### config.mk
export PLATFORM = sky130hd
export DESIGN_NAME = reg_read_stage
export DESIGN_NICKNAME = d
export VERILOG_FILES = /design/src/rtl/reg_read_stage_pkg.sv /design/src/rtl/reg_read_stage_operand_resolve.sv /design/src/rtl/reg_read_stage.sv
export SDC_FILE = /design/constraint.sdc
export NUM_CORES = 1
export LEC_CHECK = 0
export CAP_MARGIN = 20
export CORE_MARGIN = 3
export CORE_UTILIZATION = 35
export DETAILED_ROUTE_END_ITERATION = 16
export MAX_ROUTING_LAYER = met4
export PLACE_DENSITY = 0.68
export SETUP_SLACK_MARGIN = 0.05
export SYNTH_ARGS = -nofsm -noshare
export SYNTH_HDL_FRONTEND = slang
export SYNTH_SLANG_ARGS = --single-unit
### constraint.sdc
create_clock -name clk -period 4.05 [get_ports clk]
set_input_delay 0.81 -clock clk [delete_from_list [all_inputs] [get_ports clk]]
set_output_delay 0.81 -clock clk [all_outputs]
set_load 0.005 [all_outputs]
### src/rtl/reg_read_stage_pkg.sv
// Shared pipeline definitions: datapath widths, handshake state encodings
// common to every pipe stage, and the "no bypass" register index.
package reg_read_stage_pkg;

    localparam int XLEN    = 32;
    localparam int REG_IDX = 5;

    localparam logic [REG_IDX-1:0] NO_BYPASS = '0;

    typedef enum logic [1:0] {
        IDLE     = 2'b00,
        WAIT_BEF = 2'b01,
        HOLD     = 2'b10
    } pipe_state_e;

endpackage

### src/rtl/reg_read_stage_operand_resolve.sv
// Resolves one source operand against x0, the execute bypass, a pending
// producer, the writeback bypass and the register file; holds it once ready.
module operand_resolve #(
    parameter int XLEN    = reg_read_stage_pkg::XLEN,
    parameter int REG_IDX = reg_read_stage_pkg::REG_IDX
) (
    input  logic               clk,
    input  logic               rst,
    input  logic               load,
    input  logic               snoop,
    input  logic [REG_IDX-1:0] idx,
    input  logic [REG_IDX-1:0] bp_ex_idx,
    input  logic [XLEN-1:0]    bp_ex_val,
    input  logic [REG_IDX-1:0] pend_idx,
    input  logic [REG_IDX-1:0] bp_wb_idx,
    input  logic [XLEN-1:0]    bp_wb_val,
    input  logic [XLEN-1:0]    rf_val,
    output logic [XLEN-1:0]    val,
    output logic               rdy
);
    import reg_read_stage_pkg::*;

    logic [XLEN-1:0] res_val;
    logic            res_rdy;

    // Execute bypass is checked before the pending producer so it wins on a tie.
    always_comb begin
        res_val = rf_val;
        res_rdy = 1'b1;
        if (idx == NO_BYPASS) begin
            res_val = '0;
        end else if (idx == bp_ex_idx) begin
            res_val = bp_ex_val;
        end else if (idx == pend_idx) begin
            res_val = val;
            res_rdy = 1'b0;
        end else if (idx == bp_wb_idx) begin
            res_val = bp_wb_val;
        end
    end

    // A resolved operand is frozen until the next load; later writebacks are ignored.
    always_ff @(posedge clk) begin
        if (rst) begin
            val <= '0;
            rdy <= 1'b0;
        end else if (load || (snoop && !rdy)) begin
            rdy <= res_rdy;
            if (res_rdy) begin
                val <= res_val;
            end
        end
    end

endmodule

### src/rtl/reg_read_stage.sv
// Operand-fetch stage between decode and execute: reads rs1/rs2, applies
// execute/writeback bypasses, and stalls on pending producers.
module reg_read_stage #(
    parameter int XLEN      = reg_read_stage_pkg::XLEN,
    parameter int REG_IDX   = reg_read_stage_pkg::REG_IDX,
    parameter int PAYLOAD_W = 64
) (
    input  logic                 clk,
    input  logic                 rst,
    input  logic                 startSig,
    input  logic                 beforePipReadyToSend,
    input  logic                 nextPipReadyToRcv,
    output logic                 curPipReadyToRcv,
    output logic                 curPipReadyToSend,
    input  logic [REG_IDX-1:0]   dec_rs1_idx,
    input  logic [REG_IDX-1:0]   dec_rs2_idx,
    input  logic [PAYLOAD_W-1:0] dec_payload,
    output logic [REG_IDX-1:0]   rf_rd_idx1,
    output logic [REG_IDX-1:0]   rf_rd_idx2,
    input  logic [XLEN-1:0]      rf_rd_val1,
    input  logic [XLEN-1:0]      rf_rd_val2,
    input  logic [REG_IDX-1:0]   bp_ex_idx,
    input  logic [XLEN-1:0]      bp_ex_val,
    input  logic [REG_IDX-1:0]   pend_idx,
    input  logic [REG_IDX-1:0]   bp_wb_idx,
    input  logic [XLEN-1:0]      bp_wb_val,
    output logic [XLEN-1:0]      op1_val,
    output logic [XLEN-1:0]      op2_val,
    output logic [REG_IDX-1:0]   op_rs1_idx,
    output logic [REG_IDX-1:0]   op_rs2_idx,
    output logic [PAYLOAD_W-1:0] op_payload
);
    import reg_read_stage_pkg::*;

    pipe_state_e          state;
    logic [REG_IDX-1:0]   rs1_q;
    logic [REG_IDX-1:0]   rs2_q;
    logic [PAYLOAD_W-1:0] payload_q;
    logic                 rdy1;
    logic                 rdy2;
    logic                 accept;
    logic                 snoop;
    logic                 handoff;

    assign curPipReadyToSend = (state == HOLD) && rdy1 && rdy2;
    assign handoff           = curPipReadyToSend && nextPipReadyToRcv;
    assign curPipReadyToRcv  = (state == WAIT_BEF) || handoff;

    // startSig forces an accept whenever decode has something, regardless of readiness.
    assign accept = startSig ? beforePipReadyToSend
                             : (curPipReadyToRcv && beforePipReadyToSend);
    assign snoop  = (state == HOLD) && !startSig;

    assign rf_rd_idx1 = accept ? dec_rs1_idx : rs1_q;
    assign rf_rd_idx2 = accept ? dec_rs2_idx : rs2_q;

    assign op_rs1_idx = rs1_q;
    assign op_rs2_idx = rs2_q;
    assign op_payload = payload_q;

    always_ff @(posedge clk) begin
        if (rst) begin
            state     <= IDLE;
            rs1_q     <= '0;
            rs2_q     <= '0;
            payload_q <= '0;
        end else begin
            if (accept) begin
                rs1_q     <= dec_rs1_idx;
                rs2_q     <= dec_rs2_idx;
                payload_q <= dec_payload;
            end
            if (startSig) begin
                state <= beforePipReadyToSend ? HOLD : WAIT_BEF;
            end else begin
                case (state)
                    IDLE:     state <= IDLE;
                    WAIT_BEF: state <= beforePipReadyToSend ? HOLD : WAIT_BEF;
                    HOLD: begin
                        if (handoff) begin
                            state <= beforePipReadyToSend ? HOLD : WAIT_BEF;
                        end
                    end
                    default:  state <= IDLE;
                endcase
            end
        end
    end

    operand_resolve #(.XLEN(XLEN), .REG_IDX(REG_IDX)) u_rs1 (
        .clk       (clk),
        .rst       (rst),
        .load      (accept),
        .snoop     (snoop),
        .idx       (rf_rd_idx1),
        .bp_ex_idx (bp_ex_idx),
        .bp_ex_val (bp_ex_val),
        .pend_idx  (pend_idx),
        .bp_wb_idx (bp_wb_idx),
        .bp_wb_val (bp_wb_val),
        .rf_val    (rf_rd_val1),
        .val       (op1_val),
        .rdy       (rdy1)
    );

    operand_resolve #(.XLEN(XLEN), .REG_IDX(REG_IDX)) u_rs2 (
        .clk       (clk),
        .rst       (rst),
        .load      (accept),
        .snoop     (snoop),
        .idx       (rf_rd_idx2),
        .bp_ex_idx (bp_ex_idx),
        .bp_ex_val (bp_ex_val),
        .pend_idx  (pend_idx),
        .bp_wb_idx (bp_wb_idx),
        .bp_wb_val (bp_wb_val),
        .rf_val    (rf_rd_val2),
        .val       (op2_val),
        .rdy       (rdy2)
    );

endmodule

### Word level (Yosys, flattened, before mapping)

Cells that the tools add are included.

| word-level totals | value |
|---|---|
| register bits | 142 |
| latch bits | 0 |
| RAM bits | 0 |
| ROM bits | 0 |
| input bits | 222 |
| output and inout port bits | 150 |
| logic and storage cells | 57 |
| memories | 0 |

| cells by class | value |
|---|---|
| add/sub/neg operators | 0 |
| multipliers | 0 |
| divide/modulo/power cells | 0 |
| $lt $le $gt $ge | 0 |
| eq/ne operators | 11 |
| shift-type cells | 0 |
| muxes and demuxes | 21 |
| bitwise operators | 0 |
| reduce and logical (&&, ||, !) cells | 17 |

Operators by type and width:

| cell | number |
|---|---|
| two-way mux 32 bit | 8 |
| == test 5 bit | 6 |
| zero test 5 bit | 2 |
| two-way mux 5 bit | 2 |
| logical AND 1 bit | 7 |
| two-way mux 1 bit | 7 |
| two-way mux 2 bit | 3 |
| inequality test 3 x 1 -> 1 bit, second input constant | 2 |
| AND reduction 3 bit | 2 |
| one-hot mux 2 bit (2 select lines) | 1 |
| zero test 1 bit | 3 |
| logical OR 1 bit | 3 |
| inequality test 3 bit, second input constant | 1 |
| == test 2 x 1 -> 1 bit, second input constant | 1 |
| == test 2 bit, second input constant | 1 |

### Depth between registers and ports, before layout

Gate-level depths: netlist of the first run.

| logic depth | value |
|---|---|
| word-level depth | 13 |
| mapped depth | 14 |
| depth with buffers taken out | 10 |

### Cells and area by module

A second synthesis of the first run with hierarchy kept.

| unflattened totals | value |
|---|---|
| cells, all modules | 1126 |
| area total of the unflattened synthesis | 9820.7 um^2 |

Modules (own cells, without submodules):

| module | times used | cells an instance | area each (um^2) | sequential area each (um^2) |
|---|---|---|---|---|
| reg_read_stage | 1 | 562 | 5013.6 | 1521.5 |
| operand_resolve | 2 | 282 | 2403.6 | 660.6 |

### Worst setup path after synthesis of the first run

OpenSTA, ideal clock, no wires.

| path | value |
|---|---|
| path type | input-to-reg |
| from | input port bp_wb_idx[1] |
| to | register u_rs2.val[23] |
| library setup time | 0.117 ns |
| data arrival time | 2.749 ns |
| required time | 3.933 ns |
| setup slack | 1.183 ns |
| stages | 10 |
| path buffers | 3 |
| cell sequence | buf_6 xor2_1 a2111oi_4 a22oi_1 or3_1 buf_2 buf_2 o31ai_1 o311ai_1 a32o_1 |

| between the ends | value |
|---|---|
| word-level cells in the longest chain between the ends | 5 |

Ends and longest elaborated chain:

| element | line | text |
|---|---|---|
| start: declaration | reg_read_stage.sv:25 | `input logic [REG_IDX-1:0] bp_wb_idx,` |
| == test 5 bit | reg_read_stage_operand_resolve.sv:37 | `end else if (idx == bp_wb_idx) begin` |
| two-way mux 32 bit | reg_read_stage_operand_resolve.sv:37 |  |
| two-way mux 32 bit | reg_read_stage_operand_resolve.sv:34 | `end else if (idx == pend_idx) begin` |
| two-way mux 32 bit | reg_read_stage_operand_resolve.sv:32 | `end else if (idx == bp_ex_idx) begin` |
| two-way mux 32 bit | reg_read_stage_operand_resolve.sv:30 | `if (idx == NO_BYPASS) begin` |
| end signal: assignment | reg_read_stage_operand_resolve.sv:50 | `val <= res_val;` |
| end: declaration | reg_read_stage_operand_resolve.sv:18 | `output logic [XLEN-1:0] val,` |

No other way between the ends. The select of a mux whose other input is x is not followed.
A chain may end at the register's enable or synchronous reset.

### Worst setup path after layout of the first run

| path | value |
|---|---|
| from | input port beforePipReadyToSend |
| to | output port rf_rd_idx2[1] |

| between the ends | value |
|---|---|
| word-level cells in the longest chain between the ends | 3 |

Ends and longest elaborated chain:

| element | line | text |
|---|---|---|
| start: declaration | reg_read_stage.sv:11 | `input logic beforePipReadyToSend,` |
| logical AND 1 bit | reg_read_stage.sv:51 | `: (curPipReadyToRcv && beforePipReadyToSend);` |
| two-way mux 1 bit * | reg_read_stage.sv:50 | `assign accept = startSig ? beforePipReadyToSend` |
| two-way mux 5 bit * | -- |  |
| end: declaration | reg_read_stage.sv:19 | `output logic [REG_IDX-1:0] rf_rd_idx2,` |

Mark *: on every way between the ends. The rest lies on a longest branch, timed or not.

==> metrics.txt, run 1 <==
syn_area_per_cell=8.03 um^2; crit path launch type=primary input; Fin. Hold Viols=0; grt total ovfl=0; Die Ht=around 160 um; router iterations before antenna repair=8; Setup Viol. Count Final=0; Worst-Margin Slew=between 800 and 900 ps; vias in the first global route=between 9000 and 10000; skew final=13.7 ps; cells after synthesis=~1100; Netlist Area Pre-Place=roughly 9000 um^2; Net Count, Synth=roughly 1300; CP arrival=3060 ps; Die ar.=26900 um^2; initial core utilization=around 36%; fillcell total=about 2200; status=completed; CP Class=in2out; Post-CTS Resized=0; via count=9950; Post-synth EDFFs=0; WP data required=roughly 3200 ps; Port Buffers=~370; Post-synth top cells=220 x nand2_1, 142 x dfxtp_1, 83 x a21oi_1, 68 x clkbuf_1, 47 x nor2_1; largest net degree at the start of global routing=79; MaxCap Viol Count=0; RSZ-0062 raised after global routing=no; htree depth=4; drc violations=0; die span in x=about 160 um; I/O pin total=~370; layout net count=about 1600; VDD IR-drop max=~250 uV; DRT antenna net count=0; Setup crit end kind=output port; Seq/Total Area, Yosys=32.5%; Core ar.=roughly 24000 um^2; Yosys top cell area share=about a third; Global Route Usage Sum=a little over a quarter; Area growth syn-to-layout=54.8%; placed insts=1719; setup bufs post-CTS=0; final cell count without fillers=1751; final worst slack=between 150 and 200 ps; first-pass GRT wire length=between 50 and 60 mm; Async SR Flop Fraction=0%; min-delay worst type=reg2reg; Synth area leader=dfxtp_1; Crit Path Max Fanout=13; Final min period=between 3000 and 4000 ps; Pins Over Slew Limit=0; placed cell areas=12900 um^2; routed wire length=around 37 mm; Ys Warns=0; Slew headroom=a little over two fifths; Pwr Total=between 4 and 5 mW; vias per cell=5.68; number of buffers created by CTS=17; Main synth FF type=dfxtp_1; clock slew at the register clock pins of the worst setup and hold paths=around 60 ps; drt wl/cell=21.2 um; Final GP Congestion=around 0.97; row count=57; # clock sinks=between 100 and 150; Yosys cell types=74; total power divided by cell area=between 300 and 400 nW/um^2; clk buf depth=2; Worst-Skew Late Latency=about 420 ps; final instance area=between 10000 and 15000 um^2; post-place setup slack=~28 ps; drt initial violations=approximately 800; Hold WS=453 ps; CTS tree=done; number of synthesized register bits=142; final worst-path cycle share=a little over nine tenths; f_max=between 0.2 and 0.3 GHz; Area contributors post-synth=dfxtp_1 33%, nand2_1 9.4%, o32ai_2 5.2%, a21oi_1 4.8%, a32o_1 3.7%; CTS root buffer=clkbuf_16; layout cells sized above 1=between 10% and 20%; Hold-fix buffers, CTS=0; HPWL Detailed=between 20 and 30 mm; most common cell in the netlist=nand2_1; leakage=slightly below 5 nW; antenna violations before repair=1
## per-layer routing
metal	wire [um]	vias up	track usage, %
met5	0	-	-
met4	1070	0	9.77
met3	3570	68	6.58
met2	17400	559	44.0
met1	15100	4694	33.7
li1	-	4629	-
## logic make-up (layout without fill, tap and decap cells)
logic type / count (synthesis) / after routing / share of synthesized area (%)
other: 0 / 1 / 0
adder cells (fa/ha/maj): 2 / 2 / 0.286
XOR/XNOR: 40 / 40 / 4.01
buffers and inverters: 175 / 512 / 8.92
multiplexers: 6 / 6 / 0.730
flip-flops: 142 / 142 / 32.5
AO/OA/AOI/OAI: 315 / 315 / 31.5
AND/OR/NAND/NOR: 409 / 409 / 22.0
## power breakdown
| part | switching (mW) | internal [mW] | leakage [nW] |
|---|---|---|---|
| Clock | 0.670 | 1.10 | 0.316 |
| Sequential | 0.0658 | 1.49 | 1.16 |
| Combinational | 0.660 | 0.670 | 3.37 |
| Total | 1.40 | 3.26 | 4.84 |
## layout make-up
type | count | area (um^2) | share of cell area [%]
Multi-Input combinational cell | 772 | 5150 | 38.1
Clock inverter | 13 | 215 | 1.59
Antenna cell | 1 | 2.50 | 0.0185
Tap cell | 324 | 405 | 3.00
Timing Repair Buffer | 432 | 4300 | 31.8
Sequential cell | 142 | 2840 | 21.0
Clock buffer | 18 | 429 | 3.17
Inverter | 49 | 184 | 1.36
## per-stage QoR
stage / utilization, % / setup TNS, ps
after global routing: 55.3 / 0
final: 55.3 / 0
after global placement: 52.6 / -6080
after detailed placement: 52.7 / 0
after CTS: 55.3 / 0
after floorplan: - / 0
## registers in the layout, summed over array words and instances (netlist names)
| register | count |
|---|---|
| op_rs1_idx | 5 |
| op_rs2_idx | 5 |
| state | 2 |
| u_rs2.rdy | 1 |
| u_rs1.rdy | 1 |
| u_rs1.val | 32 |
| u_rs2.val | 32 |
| op_payload | 64 |
## final timing paths
path                        start  slack, ps  depth (start not counted)        endpoint
max          beforePipReadyToSend        180                          7   rf_rd_idx2[1]
max reg2reg              state[0]        880                         12   u_rs1.val[27]
min                op_payload[27]        450                          2  op_payload[27]
min reg2reg        op_payload[27]        450                          2  op_payload[27]
## worst max-delay path: stages
cell             delay (ps)
clkdlybuf4s50_1         750
inv_2                   220
o21ai_4                 200
buf_4                   220
mux2i_1                 290
inv_2                   100
clkdlybuf4s50_1         460
## layout by cell type, fill, tap and decap left out, drive strengths merged, types with 38 or more instances in the layout
cell	synthesis	final
buf	57	62
nor2	47	47
a21oi	84	84
dfxtp	142	142
nand2	221	221
nor4	38	38
inv	49	50
clkdlybuf4s50	0	370
No activity file was read; power rests on OpenSTA's default activity.
==> run 2: changes to the inputs <==
--- a/config.mk
+++ b/config.mk
@@ -6,11 +6,12 @@
 export NUM_CORES = 1
 export LEC_CHECK = 0
 export CAP_MARGIN = 20
+export CORE_ASPECT_RATIO = 0.7
 export CORE_MARGIN = 3
-export CORE_UTILIZATION = 35
+export CORE_UTILIZATION = 47
 export DETAILED_ROUTE_END_ITERATION = 16
 export MAX_ROUTING_LAYER = met4
-export PLACE_DENSITY = 0.68
+export PLACE_DENSITY = 0.87
 export SETUP_SLACK_MARGIN = 0.05
 export SYNTH_ARGS = -nofsm -noshare
 export SYNTH_HDL_FRONTEND = slang
==> constraint.sdc (replaced) <==
create_clock -name clk -period 4.5 [get_ports clk]
set_input_delay 0.9 -clock clk [delete_from_list [all_inputs] [get_ports clk]]
set_output_delay 0.9 -clock clk [all_outputs]
set_load 0.005 [all_outputs]
==> run 2 against run 1 <==
Critical path depth is 1 higher. Global-route usage is 7.6 points higher. Combinational power shrank 11%. Largest cell class unchanged. Non-clock buffer count shrank 25. Register-to-register slack improved by 220 ps. Clock skew about the same. Clock power shrank 18%.
==> metrics.txt, run 2 (synthesis gave the netlist of run 1 again) <==
status=completed; MaxCap Viol Count=0; Util after Layout=approximately 73%; Pins Over Slew Limit=0; first-pass GRT wire length=around 55 mm; number of buffers created by CTS=17; Slew headroom=around half; htree depth=4; GR Util met3=between 8 and 9%; fillcell total=approximately 1400; crit path launch type=primary input; HPWL Detailed=around 26 mm; WP data required=3600 ps; Setup crit end kind=output port; antenna violations before repair=0; largest net degree at the start of global routing=73; leakage=roughly 4.7 nW; vias in the first global route=around 9700; I/O pin total=around 370; clock slew at the register clock pins of the worst setup and hold paths=about 70 ps; Worst-Margin Slew=approximately 740 ps; Die Ht=between 100 and 150 um; Area growth syn-to-layout=50.4%; Buf+Inv Stages, Crit Path=4; # clock sinks=around 140; Final min period=just over 4000 ps; initial core utilization=a little under 50%; layout cells sized above 1=between 10% and 20%; total power divided by cell area=approximately 300 nW/um^2; commonest cells after routing, fill and taps aside=370 x clkdlybuf4s50_1, 220 x nand2_1, 142 x dfxtp_1; die span in x=between 150 and 200 um; most common cell after layout, fill and taps aside=clkdlybuf4s50_1; Worst-Skew Late Latency=roughly 440 ps; routed wire length=about 36 mm; max FFs per register=64; slowest cell on the critical path=clkdlybuf4s50_1; VDD IR-drop max=around 210 uV; clk buf depth=2; CP Cell Sequence=clkdlybuf4s50_1 -> buf_4 -> o21ai_1 -> o21ai_4 -> buf_4 -> nand2_1 -> nand2_1 -> clkdlybuf4s50_1; Final GP Congestion=just over 1; Global Route Usage Sum=between 30% and 40%; Post-CTS Resized=0; CP Class=in2out; router iterations before antenna repair=7; met1 usage in global routing=47.4%; drt wl/cell=22.2 um; Pwr Total=4.03 mW; final worst-path cycle share=about 90%; RSZ-0062 raised after global routing=no; skew final=between 10 and 15 ps; DRT antenna net count=0; f_max=0.246 GHz; CTS tree=done; CTS root buffer=clkbuf_16; setup_tns=0 ps; max incr delay on CP=570 ps; Port Buffers=roughly 370; layout net count=1613; vias per cell=between 6 and 7; Most Crowded Layer GR=met2; met2 GRT Util=~52%; drc violations=0; Core ar.=approximately 18000 um^2; grt total ovfl=0; row count=slightly above 40; drt initial violations=around 1500; min-delay worst type=reg2reg; via count=approximately 10000; number of diodes=0; CP arrival=~3200 ps; Die ar.=20300 um^2; Crit Path Max Fanout=20; Setup Viol. Count Final=0; critical path's top delay family=buffers and inverters; setup bufs post-CTS=0; Fin. Hold Viols=0; Hold-fix buffers, CTS=0
run 2: cell count changes in the layout (fill, tap and decap cells not counted), moves of 2 or more:
cell	before	now
clkinv_4	5	3
buf_12	10	5
inv_6	0	2
clkinv_2	2	0
buf_4	50	30
bufinv_16	5	0
inv_8	1	4
clkinv_8	0	6
run 2: per-layer routing:
metal  wire, um  vias to the layer above
met2      15900                      785
met5          0                        -
li1           -                     4589
met1      15100                     4746
met3       4200                      123
met4       1190                        0
run 2: tightest hold or removal path, stage by stage, from the launching register on:
cell	delay, ps
dfxtp_1	310
nand2_1	50
a21oi_1	50
run 2: final timing paths:
| check | slack (ps) | from | cells past startpoint | to |
|---|---|---|---|---|
| hold / removal | 450 | op_payload[45] | 2 | op_payload[45] |
| setup / recovery | 440 | beforePipReadyToSend | 8 | rf_rd_idx2[0] |
| hold reg to reg | 450 | op_payload[45] | 2 | op_payload[45] |
| setup reg to reg | 1100 | state[0] | 10 | u_rs1.val[11] |
run 2: where the power goes:
part           internal [mW]  total (mW)  switching (mW)
clock                  0.754        1.45           0.693
combinational          0.578        1.18           0.598
sequential              1.34        1.40          0.0614
total                   2.68        4.03            1.35
run 2: final cells by class:
cell class / instances / area (um^2) / share of cell area (%)
clock buffers: 17 / 425 / 3.24
inverters: 49 / 184 / 1.40
repair buffers: 407 / 4060 / 30.9
well taps: 236 / 295 / 2.25
multi-input cells: 772 / 5150 / 39.2
clock inverters: 15 / 186 / 1.42
flip-flops and latches: 142 / 2840 / 21.6
run 2: per-stage QoR:
step	hold slack [ps]	worst slack (ps)	instances	area [um^2]
CTS	455	469	1637	13100
detailed placement	446	407	1605	12500
global route	466	333	1638	13100
floorplan	449	1540	1089	8740
finish	453	441	1638	13100
global placement	441	490	1605	12500
==> run 3: changes to the inputs <==
--- a/config.mk
+++ b/config.mk
@@ -8,11 +8,12 @@
 export CAP_MARGIN = 20
 export CORE_ASPECT_RATIO = 0.7
 export CORE_MARGIN = 3
-export CORE_UTILIZATION = 47
+export CORE_UTILIZATION = 39
 export DETAILED_ROUTE_END_ITERATION = 16
 export MAX_ROUTING_LAYER = met4
-export PLACE_DENSITY = 0.87
+export PLACE_DENSITY = 0.77
 export SETUP_SLACK_MARGIN = 0.05
+export SLEW_MARGIN = 20
 export SYNTH_ARGS = -nofsm -noshare
 export SYNTH_HDL_FRONTEND = slang
 export SYNTH_SLANG_ARGS = --single-unit
==> constraint.sdc (replaced) <==
create_clock -name clk -period 3.6 [get_ports clk]
set_input_delay 0.72 -clock clk [delete_from_list [all_inputs] [get_ports clk]]
set_output_delay 0.72 -clock clk [all_outputs]
set_load 0.005 [all_outputs]
==> run 3 against run 2 <==
Power up 32%. Sequential power up 26%. Count of clock-buffer cells in the layout unchanged. Largest cell class unchanged. Hold slack about the same. Utilization down 11 points. Clock power up 39%. Cell area up 3.2%.
==> metrics.txt, run 3 (synthesis gave the netlist of run 1 again) <==
RSZ-0062 raised after global routing=yes; critical path's top delay family=buffers and inverters; final worst-path cycle share=between 90% and 100%; Worst R2R Path Depth=10; Pwr Total=5.30 mW; Slew headroom=a little under half; WP data required=around 2900 ps; Util after Layout=62.1%; initial core utilization=40.0%; htree depth=4; Hold Crit Start=op_payload[60]; reg2reg setup slack=approximately 600 ps; router iterations before antenna repair=6; RR Endpoint=u_rs2.val[26]; Crit Path Max Fanout=6; Worst Hold Endpoint=op_payload[60]; max incr delay on CP=just under 500 ps; worst hold stages=2; Worst-Margin Slew=roughly 800 ps; layout cells sized above 1=between 10% and 20%; Final min period=3450 ps; most common cell after layout, fill and taps aside=clkdlybuf4s50_1; clock slew at the register clock pins of the worst setup and hold paths=around 70 ps; slowest cell on the critical path=clkdlybuf4s50_1; first-pass GRT wire length=57.4 mm; placed cell areas=12900 um^2; drt wl/cell=about 22 um; Worst-Skew Late Latency=around 430 ps; min-delay worst type=reg2reg; Buf+Inv Stages, Crit Path=3; Die Ht=approximately 130 um; routed wire length=37.7 mm; Most Crowded Layer GR=met2; die span in x=approximately 180 um; CTS root buffer=clkbuf_16; VDD IR-drop max=about 340 uV; GR Util met3=under 10%; met1 usage in global routing=42.2%; f_max=around 0.29 GHz; DRT antenna net count=0; Hold-fix buffers, CTS=0; met2 GRT Util=~44%; CTS tree=done; drt initial violations=approximately 1200; I/O pin total=about 370; CP most frequent cell=clkdlybuf4s50_1; Setup Viol. Count Final=0; max FFs per register=64; grt total ovfl=0; status=completed; leakage=around 5 nW; Pins Over Slew Limit=0; CP Cell Sequence=clkdlybuf4s50_1 -> buf_4 -> or2_1 -> o211ai_1 -> nand2_1 -> clkdlybuf4s50_1; drc violations=0; vias per cell=6.04; Final GP Congestion=between 1 and 1.5; HPWL Detailed=roughly 28 mm; Fin. Hold Viols=0; final cell count without fillers=about 1700; worst reg2reg path startpoint=state[1]; MaxCap Viol Count=0; CP arrival=2730 ps; Core ar.=roughly 22000 um^2; number of buffers created by CTS=17; row count=45; total power divided by cell area=roughly 390 nW/um^2; Global Route Usage Sum=30.4%; via count=around 10000; Setup crit end kind=output port; final instance area=roughly 14000 um^2; Area growth syn-to-layout=55.2%; Port Buffers=roughly 370; placed insts=1680; commonest cells after routing, fill and taps aside=370 x clkdlybuf4s50_1, 219 x nand2_1, 142 x dfxtp_1; layout net count=around 1600; largest net degree at the start of global routing=65; antenna violations before repair=1; skew final=approximately 16 ps; # clock sinks=about 140; crit path launch type=primary input; clk buf depth=2; vias in the first global route=between 9000 and 10000; Die ar.=24300 um^2; CP Class=in2out
run 3: changes by cell type in the layout (fill, tap and decap cells not counted), sizes merged:
cell,delta
buf,+30
bufinv,+4
clkinv,-8
diode,+1
inv,+4
run 3: tightest hold or removal path, cell delays in order (launching register included):
cell	delay (ps)
dfxtp_1	310
nand2_1	50
a21oi_1	50
run 3: cell type report:
class | count | area [um^2]
antenna | 1 | 2.50
clock buffer | 17 | 425
clock inverter | 15 | 234
fill | 1858 | 8280
inverter | 49 | 184
multi-input combinational | 772 | 5160
sequential | 142 | 2840
tap | 282 | 353
timing repair buffer | 437 | 4370
run 3: power breakdown:
part | internal [mW] | switching, mW
Sequential | 1.68 | 0.0769
Clock | 1.20 | 0.823
Combinational | 0.764 | 0.759
Total | 3.64 | 1.66
run 3: how the worst max path moves through the flow:
| stage | from | endpoint | slack, ps | depth (start not counted) |
|---|---|---|---|---|
| floorplan | bp_wb_idx[1] | u_rs2.val[23] | 820 | 10 |
| global placement | dec_rs1_idx[3] | u_rs1.val[23] | 0.6 | 10 |
| detailed placement | dec_rs1_idx[3] | u_rs1.val[2] | -30 | 10 |
| CTS | nextPipReadyToRcv | rf_rd_idx1[4] | 40 | 7 |
| global route | state[1] | rf_rd_idx1[4] | 50 | 7 |
| finish | startSig | rf_rd_idx1[0] | 150 | 6 |
run 3: timing repair:
item	CTS	global route
gates resized for setup	1	1
pin swaps	0	2
endpoints found under the setup margin	1	9
buffers inserted	0	2
run 3: stage by stage:
step	TNS [ps]	setup WS (ps)	hold slack [ps]
after floorplan	0	823	449
after global placement	0	0.602	441
after detailed placement	-379	-27.7	446
after CTS	0	38.1	456
after global routing	0	45.7	468
final	0	154	454
run 3: layer usage:
layer	share of wire, %	vias to the layer above	wire length, um
met2	44	743	16400
li1	-	4645	-
met1	42	4862	15900
met4	2.8	0	1070
met3	11	109	4270
met5	0	-	0
